--- src/rtl/partition_step_sequencer_pkg.sv ---
// Shared constants and FSM state encoding for the partition step sequencer.
package partition_step_sequencer_pkg;

    localparam int SINGLE_W        = 32;
    localparam int DEF_STEP_CYCLES = 500;
    localparam int DEF_CNT_W       = 16;

    typedef enum logic [2:0] {
        ST_IDLE      = 3'd0,
        ST_WAIT_TICK = 3'd1,
        ST_START     = 3'd2,
        ST_SOLVE     = 3'd3,
        ST_COMMIT    = 3'd4
    } state_t;

    function automatic logic is_busy(input state_t s);
        return (s == ST_START) || (s == ST_SOLVE) || (s == ST_COMMIT);
    endfunction

endpackage

--- src/rtl/partition_step_sequencer_if.sv ---
// Solver handshake and partition-register commit bundle.
interface partition_step_sequencer_if
    import partition_step_sequencer_pkg::*;
    #(parameter int DATA_W = SINGLE_W);

    logic              solver_start;
    logic              solver_done;
    logic [DATA_W-1:0] solver_result;
    logic [DATA_W-1:0] cin;
    logic              control_valuation_sig;

    modport master (
        output solver_start, cin, control_valuation_sig,
        input  solver_done, solver_result
    );

    modport slave (
        input  solver_start, cin, control_valuation_sig,
        output solver_done, solver_result
    );

endinterface

--- src/rtl/partition_step_sequencer_step_tick.sv ---
// Step-period counter: counts 0..STEP_CYCLES-1 while enabled, held at 0 otherwise.
module partition_step_sequencer_step_tick
    import partition_step_sequencer_pkg::*;
#(
    parameter int STEP_CYCLES = DEF_STEP_CYCLES,
    parameter int CNT_W       = DEF_CNT_W
) (
    input  logic clk,
    input  logic rst,
    input  logic enable,
    output logic tick
);

    localparam logic [CNT_W-1:0] LAST = CNT_W'(STEP_CYCLES - 1);

    logic [CNT_W-1:0] cnt;

    assign tick = (cnt == LAST);

    always_ff @(posedge clk or negedge rst) begin
        if (!rst) begin
            cnt <= '0;
        end else if (!enable) begin
            cnt <= '0;
        end else if (tick) begin
            cnt <= '0;
        end else begin
            cnt <= cnt + CNT_W'(1);
        end
    end

endmodule

--- src/rtl/partition_step_sequencer.sv ---
// Per-step solver sequencer: starts the solver on each period tick, captures its
// result onto cin and strobes the partition registers; flags missed step boundaries.
//
//  state     | meaning
//  IDLE      | stopped, period counter held at 0
//  WAIT_TICK | running, waiting for the step boundary
//  START     | solver_start pulse
//  SOLVE     | waiting for solver_done; a tick here is an overrun
//  COMMIT    | control_valuation_sig pulse, step_cnt increment
module partition_step_sequencer
    import partition_step_sequencer_pkg::*;
#(
    parameter int DATA_W      = SINGLE_W,
    parameter int STEP_CYCLES = DEF_STEP_CYCLES,
    parameter int CNT_W       = DEF_CNT_W
) (
    input  logic                       clk,
    input  logic                       rst,
    input  logic                       enable,
    input  logic                       clr_overrun,
    partition_step_sequencer_if.master seq,
    output logic [31:0]                step_cnt,
    output logic                       overrun,
    output logic                       busy
);

    state_t            state;
    logic [DATA_W-1:0] cin_q;
    logic              tick;
    logic              ovr_set;

    partition_step_sequencer_step_tick #(
        .STEP_CYCLES (STEP_CYCLES),
        .CNT_W       (CNT_W)
    ) u_step_tick (
        .clk    (clk),
        .rst    (rst),
        .enable (state != ST_IDLE),
        .tick   (tick)
    );

    // A completing solve absorbs a coincident tick; a tick while committing does not.
    assign ovr_set = tick && (((state == ST_SOLVE) && !seq.solver_done) || (state == ST_COMMIT));

    assign seq.solver_start          = (state == ST_START);
    assign seq.control_valuation_sig = (state == ST_COMMIT);
    assign seq.cin                   = cin_q;
    assign busy                      = is_busy(state);

    always_ff @(posedge clk or negedge rst) begin
        if (!rst) begin
            state    <= ST_IDLE;
            cin_q    <= '0;
            step_cnt <= '0;
            overrun  <= 1'b0;
        end else begin
            if (ovr_set) begin
                overrun <= 1'b1;
            end else if (clr_overrun) begin
                overrun <= 1'b0;
            end

            case (state)
                ST_IDLE: begin
                    if (enable) state <= ST_WAIT_TICK;
                end
                ST_WAIT_TICK: begin
                    if (!enable)   state <= ST_IDLE;
                    else if (tick) state <= ST_START;
                end
                ST_START: begin
                    state <= ST_SOLVE;
                end
                ST_SOLVE: begin
                    if (seq.solver_done) begin
                        cin_q <= seq.solver_result;
                        state <= ST_COMMIT;
                    end
                end
                ST_COMMIT: begin
                    step_cnt <= step_cnt + 32'd1;
                    state    <= enable ? ST_WAIT_TICK : ST_IDLE;
                end
                default: begin
                    state <= ST_IDLE;
                end
            endcase
        end
    end

endmodule

--- src/flat_wrapper.sv ---
// flat-port wrapper written by rule: the top's interface ports become plain ports
module partition_step_sequencer_flat import partition_step_sequencer_pkg::*;
#(
    parameter int DATA_W      = SINGLE_W,
    parameter int STEP_CYCLES = DEF_STEP_CYCLES,
    parameter int CNT_W       = DEF_CNT_W
)
  (clk, rst, enable, clr_overrun, step_cnt, overrun, busy, seq_solver_start, seq_cin, seq_control_valuation_sig, seq_solver_done, seq_solver_result);
  partition_step_sequencer_if #(.DATA_W(DATA_W)) seq_i ();
  input  logic clk;
  input  logic rst;
  input  logic enable;
  input  logic clr_overrun;
  output logic [31:0] step_cnt;
  output logic overrun;
  output logic busy;
  output wire logic [$bits(seq_i.solver_start)-1:0] seq_solver_start;
  output wire logic [$bits(seq_i.cin)-1:0] seq_cin;
  output wire logic [$bits(seq_i.control_valuation_sig)-1:0] seq_control_valuation_sig;
  input wire logic [$bits(seq_i.solver_done)-1:0] seq_solver_done;
  input wire logic [$bits(seq_i.solver_result)-1:0] seq_solver_result;
  assign seq_solver_start = seq_i.solver_start;
  assign seq_cin = seq_i.cin;
  assign seq_control_valuation_sig = seq_i.control_valuation_sig;
  assign seq_i.solver_done = seq_solver_done;
  assign seq_i.solver_result = seq_solver_result;
  partition_step_sequencer #(.DATA_W(DATA_W), .STEP_CYCLES(STEP_CYCLES), .CNT_W(CNT_W)) u_core (.clk(clk), .rst(rst), .enable(enable), .clr_overrun(clr_overrun), .seq(seq_i), .step_cnt(step_cnt), .overrun(overrun), .busy(busy));
endmodule
--- config.mk ---
export PLATFORM = sky130hd
export DESIGN_NAME = partition_step_sequencer_flat
export DESIGN_NICKNAME = d
export VERILOG_FILES = /design/src/rtl/partition_step_sequencer_pkg.sv /design/src/rtl/partition_step_sequencer_if.sv /design/src/rtl/partition_step_sequencer_step_tick.sv /design/src/rtl/partition_step_sequencer.sv /design/src/flat_wrapper.sv
export SDC_FILE = /design/constraint.sdc
export NUM_CORES = 1
export LEC_CHECK = 0
export CAP_MARGIN = 20
export CORE_MARGIN = 10
export CORE_UTILIZATION = 42
export CTS_CLUSTER_SIZE = 28
export DETAILED_ROUTE_END_ITERATION = 10
export PLACE_DENSITY = 0.72
export SKIP_CTS_REPAIR_TIMING = 1
export SLEW_MARGIN = 20
export SYNTH_ARGS = -nofsm -noshare
export SYNTH_HDL_FRONTEND = slang
export SYNTH_SLANG_ARGS = --single-unit
--- constraint.sdc ---
create_clock -name clk -period 2.98 [get_ports clk]
set_clock_uncertainty 0.15 [all_clocks]
set_input_delay 0.596 -clock clk [delete_from_list [all_inputs] [get_ports clk]]
set_output_delay 0.596 -clock clk [all_outputs]
set_load 0.05 [all_outputs]
; After elaboration in Yosys (flattened, before gate mapping)
; Cells that the tools add are included.
[totals]
reg_bits = 84
latchBits = 0
mem_bits_rw = 0
romBits = 0
input_bits = 37
out_inout_bits = 68
wordCells = 36
mem_count = 0
[op_classes]
n_addsub = 2
n_mul = 0
div_mod_pow = 0
magnitude_cmp = 0
eq_ne = 8
n_shift = 0
muxes = 10
n_bitwise = 0
n_reduce_logical = 11
[ops]
columns = operator, count
row1 = adder 32 x 1 -> 32 bit (second input constant), 1
row2 = 2-to-1 mux 16 bit, 2
row3 = adder 16 x 1 -> 16 bit (second input constant), 1
row4 = == test 16 x 9 -> 1 bit (second input constant), 1
row5 = case mux 3 bit (5 select lines), 1
row6 = 2-to-1 mux 3 bit, 4
row7 = == test 3 x 2 -> 1 bit (second input constant), 2
row8 = inequality test 2 bit (second input constant), 2
row9 = == test 3 x 1 -> 1 bit (second input constant), 1
row10 = == test 3 bit (second input constant), 1
row11 = logical NOT 3 bit, 1
row12 = logical OR 1 bit, 3
row13 = 2-to-1 mux 1 bit, 3
row14 = inequality test 3 x 2 -> 1 bit (second input constant), 1
row15 = AND reduction 3 bit, 1
row16 = nonzero test 3 bit, 1
row17 = logical AND 1 bit, 2
row18 = AND reduction 2 bit, 1
row19 = nonzero test 2 bit, 1
row20 = logical NOT 1 bit, 1

; Longest topological paths before layout
[depth]
word_depth = 5
mapped_depth = 7
ltp_nobuf = 5

; Hierarchy
; From an unflattened synthesis, not the netlist that was laid out.
[unflattened]
cells_unflattened = 299
hier_area_um2 = 3663.5
[modules_own_cells]
columns = mod, n_inst, cells_per_inst, area_each_um2, seq_area_each_um2
row1 = partition_step_sequencer, 1, 219, 2875.3, 1701.6
row2 = partition_step_sequencer_step_tick, 1, 80, 788.3, 400.4

; Worst setup path before layout
; OpenSTA, ideal clock, no wires.
[synth_timing]
path_kind = register to register
startpoint = register u_core.step_cnt[8]
endpoint = register u_core.step_cnt[20]
setup_ns = 0.141
arrival_ns = 1.863
required_time_ns = 2.689
setup_slack_ns = 0.826
stages_incl_launch_ff = 6
n_path_buf = 1
synth_period_minus_slack_ns = 2.154
cell_sequence = dfrtp_1 nand4_1 nor4_4 buf_4 nand4_1 xnor2_1
[synth_between]
elab_chain_cells = 1
[synth_rtl]
columns = item, line
row1 = "start, declared", partition_step_sequencer.sv:22  ; output logic [31:0] step_cnt,
row2 = "start signal, assigned", partition_step_sequencer.sv:81  ; step_cnt <= step_cnt + 32'd1;
row3 = adder 32 x 1 -> 32 bit, partition_step_sequencer.sv:81
; No other way between the ends.
; A chain may end at the register's enable or synchronous reset.

; Worst setup path in the final report
[layout_timing]
startpoint = register u_core.state[2]
endpoint = output seq_solver_start
[layout_between]
elab_chain_cells = 1
[layout_rtl]
columns = item, line
row1 = "start, declared", partition_step_sequencer.sv:27  ; state_t state;
row2 = "start signal, assigned", partition_step_sequencer.sv:82  ; state <= enable ? ST_WAIT_TICK : ST_IDLE;
row3 = == test 3 x 2 -> 1 bit, partition_step_sequencer.sv:45  ; assign seq.solver_start = (state == ST_START);
row4 = "end, declared", flat_wrapper.sv:17  ; output wire logic [$bits(seq_i.solver_start)-1:0] seq_solver_start;
; No other way between the ends.

==> reports/metrics.yaml <==
maxCapViolCount: 0
drc_errors: 0
critPathTopFamily: "buffers and inverters"
tns_ns: 0
clockBufferDepth: 2
dr.pass1.iters: 4
drv_slew: 0
synth_top_cell_by_area: "dfrtp_1"
cp-end-kind: "output pin"
yosysWarnings: 0
place_hpwl_mm: 6.480
crit_slowest_cell: "clkdlybuf4s50_1"
clk_latency_ns: 0.36
place_ws_ns: 0.7249
fin_area_um2: 4995
rows: 34
io_pins: 105
chipHeight_um: 113.4
h-tree-depth: 3
crit_fanout: 6
synth_area_leaders: "dfrtp_1 (57%), mux2_2 (9.8%), xnor2_1 (7.4%), nand4_1 (3.6%), nand2_1 (2.7%)"
wire_per_inst_um: 16.48
arrival_ns: 1.89
cts_tree: "built"
p_leak_nw: 2.232
period_minus_slack_ns: 2.636
final.period_utilization_pct: 88.47
critPathLaunchType: "flop"
hold_viol: 0
synth_top_area_share_pct: 57.40
worst_slew_pin_slew_ns: 0.7149
synth_fp_nets: 342
yosys.cell_types.count: 37
crit_chain: "inv_1 -> nand2_1 -> nor2_1 -> clkdlybuf4s50_1"
min_path_type: "input pin to async pin"
cts_buffers: 9
worstSetupPathType: "flop to output pin"
multi_input_area_um2: 1471
max-slew-margin-rel_pct: 51.98
setup_ws_ns: 0.3435
clock-root-buffer: "clkbuf_8"
synth_edf_count: 0
antenna_cells: 0
wl_mm: 8.686
fmax_mhz: 379.3
drt_iter0_drc: 86
grt-ovfl-total: 0
avgViaCountPerCell: 5.139
synth_area_um2: 3662
drive_gt1_share_pct: 14.56
setup_violations: 0
vias: 2708
required_ns: 2.23
track_usage_pct: 13.78
p_per_area_nw_per_um2: 408.7
gp_congestion: 0.8410
final_nets: 453
worst-path-buf-inv: 2
synth_flop_cell: "dfrtp_1"
areaGrowthSynthToFinish_pct: 36.39
grt_pass1_vias: 2824
antenna_found_initial: 0
synth.yosys.seq_area_share_pct: 57.40
final_cells: 527
synth-seq-cells: 84
max_stage_delay_ns: 0.82
ant_nets: 0
ir_drop_mv: 0.2954
placedCellCount: 511
coreArea_um2: 8593
place_area_um2: 4810
rsz0062_at_grt: "no"
die-area_um2: 12860
synthCells: 303
cts_sinks: 84
die_x_um: 113.4
fillers: 735
grt_max_degree: 34
clk_pin_slew_ns: 0.09
syn_area_per_cell_um2: 12.09
status: "finished, final reports clean"
seqCellArea_um2: 2102
ys_async_sr_fraction_pct: 100.0
grt_pass1_wl_mm: 14.28
io_buffers: 104
initial_core_util_pct: 42.62
==> where the power goes <==
| part | leakage (nW) | internal (W) | switching (W) |
|---|---|---|---|
| clock | 0.0866 | 0.000387 | 0.000400 |
| combinational | 0.977 | 0.0000566 | 0.0000406 |
| sequential | 1.17 | 0.00115 | 0.00000984 |
| total | 2.23 | 0.00159 | 0.000450 |
==> routing by layer <==
metal,part of all wire (%),track usage [%],up-vias
li1,-,-,1289
met5,0,0,-
met3,12,7.507,11
met4,2.0,6.937,0
met2,46,20.51,98
met1,40,15.72,1310
==> state kept, by name (all words and copies together) (netlist names) <==
| register | cells |
|---|---|
| u_core.seq.cin | 32 |
| u_core.step_cnt | 32 |
| u_core.u_step_tick.cnt | 16 |
| u_core.state | 3 |
| u_core.overrun | 1 |
==> cells by family after synthesis <==
kind of cell / share of synthesized area, %
DFF: 57.40
xor gates and xnor gates: 9.805
AOI/OAI and AO/OA: 2.596
adders and majority gates: 0.6832
and+or+nand+nor: 17.25
buffers and inverters: 2.426
muxes: 9.840
==> synth_stat cells, types with 2 or more instances <==
| master | count |
|---|---|
| xnor2_1 | 31 |
| o31ai_1 | 2 |
| nand4_1 | 21 |
| inv_1 | 6 |
| or3_1 | 3 |
| nor4_1 | 4 |
| nor2b_1 | 3 |
| nand2_1 | 26 |
| and4_1 | 3 |
| xor2_1 | 10 |
| nor3_2 | 3 |
| nor3_1 | 3 |
| and3_1 | 8 |
| buf_6 | 3 |
| mux2_2 | 32 |
| clkbuf_1 | 4 |
| ha_1 | 2 |
| buf_2 | 2 |
| dfrtp_1 | 84 |
| nand3_1 | 13 |
| o21ai_0 | 3 |
| o22ai_1 | 2 |
| a21oi_1 | 4 |
| nor2_1 | 18 |
==> layout make-up <==
cell class / instances / area share (%)
repair buffers: 110 / 21.59
clock inverters: 4 / 1.002
inverters: 6 / 0.4509
flip-flops and latches: 84 / 42.08
clock buffers: 12 / 2.705
multi-input cells: 203 / 29.46
well taps: 108 / 2.705
==> path summary, 6_finish.rpt <==
| path | start | endpoint | slack [ns] | cells after the start |
|---|---|---|---|---|
| worst max-delay path | u_core.state[2] | seq_solver_start | 0.34 | 4 |
| worst min-delay path | rst | u_core.seq.cin[10] | 0.01 | 1 |
| worst max register to register | u_core.state[0] | u_core.step_cnt[25] | 0.75 | 4 |
| worst min register to register | u_core.step_cnt[31] | u_core.step_cnt[31] | 0.33 | 1 |
| max in group asynchronous | rst | u_core.seq.cin[14] | 2.06 | 2 |
| min in group clk | u_core.step_cnt[31] | u_core.step_cnt[31] | 0.33 | 1 |
==> metrics by stage <==
| step | power (W) | hold WS (ns) | utilization [%] |
|---|---|---|---|
| 6_report | 0.002041 | 0.01425 | 58.12 |
| 5_1_grt | 0.002127 | 0.02526 | 58.12 |
| 4_1_cts | 0.002072 | 0.01214 | 58.12 |
| 3_5_place_dp | 0.001279 | 0.3221 | 55.97 |
| 3_3_place_gp | 0.001278 | 0.3171 | 55.97 |
| 2_1_floorplan | 0.001202 | 0.1504 | - |
==> cells in the final DEF (no fill, tap or decap), drive strengths merged, types with 3 or more instances in the layout <==
cell type,instances
inv,6
or3,3
xor2,10
mux2,32
nand3,13
xnor2,31
nor2,18
a21oi,4
buf,9
and4,3
nor2b,3
nand4,21
and3,8
dfrtp,84
o21ai,3
clkbuf,12
nor4,5
clkdlybuf4s50,101
nand2,26
nor3,7
Power figures use the tool's default switching activity.
